### config.mk
export PLATFORM = sky130hd
export DESIGN_NAME = countdown_ctrl
export DESIGN_NICKNAME = d
export VERILOG_FILES = /design/src/rtl/countdown_pkg.sv /design/src/rtl/countdown_ctrl_count_reg.sv /design/src/rtl/countdown_ctrl.sv
export SDC_FILE = /design/constraint.sdc
export NUM_CORES = 1
export LEC_CHECK = 0
export CORE_AREA = 4 4 41 43
export CTS_CLUSTER_DIAMETER = 150
export DETAILED_ROUTE_END_ITERATION = 16
export DIE_AREA = 0 0 45 47
export GPL_ROUTABILITY_DRIVEN = 0
export GPL_TIMING_DRIVEN = 0
export PLACE_DENSITY = 0.7
export RECOVER_POWER = 25
export SYNTH_ARGS = -nofsm -noshare
export SYNTH_HDL_FRONTEND = slang
export SYNTH_SLANG_ARGS = --single-unit
### constraint.sdc
create_clock -name clk -period 3.93 [get_ports clk]
set_clock_uncertainty 0.15 [all_clocks]
set_input_delay 0.786 -clock clk [delete_from_list [all_inputs] [get_ports clk]]
set_output_delay 0.786 -clock clk [all_outputs]
set_load 0.02 [all_outputs]
### src/rtl/countdown_pkg.sv
// Shared types and constants for the countdown controller and its count register.
package countdown_pkg;

   localparam int WIDTH_DEF = 4;
   localparam logic [WIDTH_DEF-1:0] ZERO_COUNT = '0;

   typedef enum logic [1:0] {
      IDLE  = 2'd0,
      RUN   = 2'd1,
      PAUSE = 2'd2,
      DONE  = 2'd3
   } state_t;

   function automatic logic is_busy(input state_t s);
      return (s == RUN) || (s == PAUSE);
   endfunction

endpackage

### src/rtl/countdown_ctrl_count_reg.sv
// WIDTH-bit count register with asynchronous active-high clear.
module count_reg #(
   parameter int WIDTH = 4
) (
   input  logic             clk,
   input  logic             reset,
   input  logic [WIDTH-1:0] d,
   output logic [WIDTH-1:0] q
);

   always_ff @(posedge clk or posedge reset) begin
      if (reset) q <= '0;
      else       q <= d;
   end

endmodule

### src/rtl/countdown_ctrl.sv
// Countdown sequencer: owns the next-count mux and FSM for the count register.
// Optional macro COUNTDOWN_CTRL_AUTO_RELOAD_EN makes DONE reload the start value and rerun.
module countdown_ctrl
   import countdown_pkg::*;
#(
   parameter int WIDTH = WIDTH_DEF
) (
   input  logic             clk,
   input  logic             reset,
   input  logic             start,
   input  logic [WIDTH-1:0] load_val,
   input  logic             pause,
   input  logic             abort,
   output logic [WIDTH-1:0] count,
   output logic             busy,
   output logic             done,
   output logic             tc,
   output state_t           state_dbg
);

   localparam logic [WIDTH-1:0] ZERO = WIDTH'(ZERO_COUNT);
   localparam logic [WIDTH-1:0] ONE  = WIDTH'(1);

   // start is a single-cycle request with no ready: it is acted on only when the
   // FSM is IDLE and abort is low, otherwise it is dropped (never queued).
   state_t           state;
   state_t           state_nxt;
   logic [WIDTH-1:0] count_nxt;

   always_ff @(posedge clk or posedge reset) begin
      if (reset) state <= IDLE;
      else       state <= state_nxt;
   end

`ifdef COUNTDOWN_CTRL_AUTO_RELOAD_EN
   logic [WIDTH-1:0] reload_q;

   always_ff @(posedge clk or posedge reset) begin
      if (reset)                                  reload_q <= '0;
      else if (state == IDLE && start && !abort)  reload_q <= load_val;
   end
`endif

   always_comb begin
      state_nxt = state;
      count_nxt = count;
      case (state)
         IDLE: begin
            if (abort) begin
               count_nxt = ZERO;
            end else if (start) begin
               count_nxt = load_val;
               state_nxt = (load_val == ZERO) ? DONE : RUN;
            end
         end
         RUN: begin
            if (abort) begin
               count_nxt = ZERO;
               state_nxt = IDLE;
            end else if (pause) begin
               state_nxt = PAUSE;
            end else if (count == ONE) begin
               count_nxt = ZERO;
               state_nxt = DONE;
            end else begin
               count_nxt = count - ONE;
            end
         end
         PAUSE: begin
            // Leaving PAUSE costs one edge with the count held.
            if (abort) begin
               count_nxt = ZERO;
               state_nxt = IDLE;
            end else if (!pause) begin
               state_nxt = RUN;
            end
         end
         DONE: begin
            count_nxt = ZERO;
            if (abort) begin
               state_nxt = IDLE;
            end else begin
`ifdef COUNTDOWN_CTRL_AUTO_RELOAD_EN
               if (reload_q != ZERO) begin
                  count_nxt = reload_q;
                  state_nxt = RUN;
               end
`else
               state_nxt = IDLE;
`endif
            end
         end
         default: begin
            count_nxt = ZERO;
            state_nxt = IDLE;
         end
      endcase
   end

   count_reg #(
      .WIDTH (WIDTH)
   ) u_count_reg (
      .clk   (clk),
      .reset (reset),
      .d     (count_nxt),
      .q     (count)
   );

   assign busy      = is_busy(state);
   assign done      = (state == DONE);
   assign tc        = (count == ZERO);
   assign state_dbg = state;

endmodule
==> impl_results.md <==
- Status: finished clean
- Iter 0 DRT Violations: 7
- CTS root buf: clkbuf_4
- Synth Area in Compound Gates: 0.244
- Final period util: 0.692
- Overall power: 563 µW
- Post-CTS setup buffer count: 0
- Leakage: 0.308 nW
- Cell area after synthesis: 508 µm²
- Sequential cell area: 150 µm²
- YS warnings: 0
- Cts bufs inserted: 3
- Inserted Diodes: 0
- Setup tns final: 0 ns
- XOR/XNOR Fraction of Synth Area: 0
- Fill count: 119
- Area grow syn2layout: 41.6%
- Routed Antenna Nets: 0
- DRC: 0
- Initial Utilization: 0.390
- Yosys top cell by area: dfrtp_1
- Post-synth EDFFs: 0
- Distinct cells, synth: 28
- Row cnt: 13
- Main synth FF type: dfrtp_1
- Total Nets Final: 93
- DR pass1 iterations: 4
- Worst Hold Class: reg -> reg
- Most frequent cells after synthesis: inv_1, ha_1, dfrtp_1
- CTS resizes: 0
- Mapped Nets: 71
- Dpl cell area: 697 µm²
- Max-cap viol count: 0
- Wire length of the first global-routing pass: 1740 µm
- Initial antenna violation count: 0
- Slew Limit Headroom: 0.558
- Tot GR Track Use: 0.113
- Largest family of logic cells by synthesized area: compound AO/OA/AOI/OAI gates
- CTS clk-pin slew, worst paths: 0.04 ns
- Most common cell in the netlist: inv_1
- Max Root-Sink Buffers: 2
- Cell count after synthesis: 54
- Final wirelength: 1070 µm
- Avg Inst Size Synth: 9.41 µm²
- Sequential fraction of the synthesis area: 0.296
- CP peak stage delay: 0.64 ns
- Min cycle time layout: 2.72 ns
- Post-synthesis simple-gate area fraction: 0.175
- Ys async rst share: 1.00
- H-tree Lvls: 1
- CP required: 2.99 ns
- Arr. time, crit path: 1.78 ns
- Avg Vias per Cell: 5.12
- Worst Setup Path Type: reg -> out
- WL per Instance: 12.1 µm
- Number of I/O port buffers: 17
- Worst-skew pair later-pin latency: 0.24 ns
- Power per cell area: 782 nW/µm²
- Via count: 456
- Die area: 2120 µm²
- Max-slew violation count: 0
- Critical path startpoint category: register
- Final setup fails: 0
- Peak VDD IR: 0.358 mV
- Cts hold-fix bufs: 0
- Fin. Hold Viols: 0
- Area of the multi-input gates: 324 µm²
- Post-synthesis mux area share: 0.0222
- Largest net degree at the start of global routing: 9
- Top-Level Pins: 18
- Worst path slowest cell: clkdlybuf4s50_1
- Unrepaired setup endpoints after global routing: false
- DP Wirelength: 916 µm
- Max Fclk: 368 MHz
- Congestion Overflow GR: 0
- Seq cells post-synth: 6
- Crit-path cells: inv_1 -> ha_1 -> nor3b_1 -> clkdlybuf4s50_1
- Cell area after layout: 719 µm²
- Crit Path Max Fanout: 5
- Clock sink total: 6
- Adder-Cell Fraction of Synth Area: 0.197
- CP Capture Type: output port
- Top cells by area, synth: dfrtp_1, ha_1, inv_1
- Core area: 1300 µm²
- Height of the die: 47 µm
- Die width: 45 µm
- Post-synth top area share: 0.296
- Tightest Pin Transition: 0.660 ns
- Vias in the first global route: 422
- CTS tree: done
- Share of cells above drive strength 1: 0.122
## cell type report
type                            count  share of cell area
Multi-Input combinational cell     39               0.450
Timing Repair Buffer               17               0.237
Sequential cell                     6               0.209
Inverter                            9              0.0470
Clock buffer                        3              0.0313
Tap cell                           15              0.0261
## stage by stage
stage	util	hold slack (ns)	worst slack [ns]	instances
2_1_floorplan	-	0.427	1.70	54
3_3_place_gp	0.536	0.424	1.46	86
3_5_place_dp	0.536	0.432	1.44	86
4_1_cts	0.553	0.441	1.19	89
5_1_grt	0.553	0.483	1.14	89
6_report	0.553	0.435	1.21	89
## report_power, final
group	internal, mW	switching [mW]
Sequential	0.0910	0.0341
Clock	0.0343	0.0190
Combinational	0.178	0.207
## final timing paths
path	slack [ns]	startpoint	depth (start not counted)	end
max in group asynchronous	2.71	reset	2	u_count_reg.q[2]
hold / removal	0.43	state_dbg[1]	1	state_dbg[1]
min in group asynchronous	0.74	reset	2	u_count_reg.q[3]
setup / recovery	1.21	u_count_reg.q[0]	4	tc
hold reg to reg	0.43	state_dbg[1]	1	state_dbg[1]
setup reg to reg	2.00	state_dbg[1]	5	state_dbg[1]
## critical path: cells and delay by family, from the launching register on
kind,cells,cell delay [ns]
buffers and inverters,2,0.81
and+or+nand+nor,1,0.18
adders and majority gates,1,0.16
DFF,1,0.40
## cells in the final DEF, fill, tap and decap left out, types with 2 or more instances in the layout
| cell type | count |
|---|---|
| a21oi_1 | 2 |
| a32oi_1 | 2 |
| clkbuf_4 | 3 |
| clkdlybuf4s50_1 | 16 |
| dfrtp_1 | 6 |
| ha_1 | 8 |
| inv_1 | 9 |
| nor2_1 | 2 |
| o21ai_0 | 3 |
| o21ai_1 | 2 |
## registers in the layout, summed over array words and instances (netlist names)
register / cells
state_dbg: 2
u_count_reg.q: 4
## layer usage
layer / share of wire / track usage / up-vias
met3: 0.041 / 0.0153 / 0
met2: 0.47 / 0.164 / 12
met5: 0 / 0 / -
met1: 0.49 / 0.158 / 204
li1: - / - / 240
met4: 0 / 0.0702 / 0
## cell families after synthesis
kind of cell	Yosys count
compound gates	17
simple gates	13
buf+inv	9
fa+ha+maj	8
flops	6
mux	1
No activity file was read; power rests on OpenSTA's default activity.
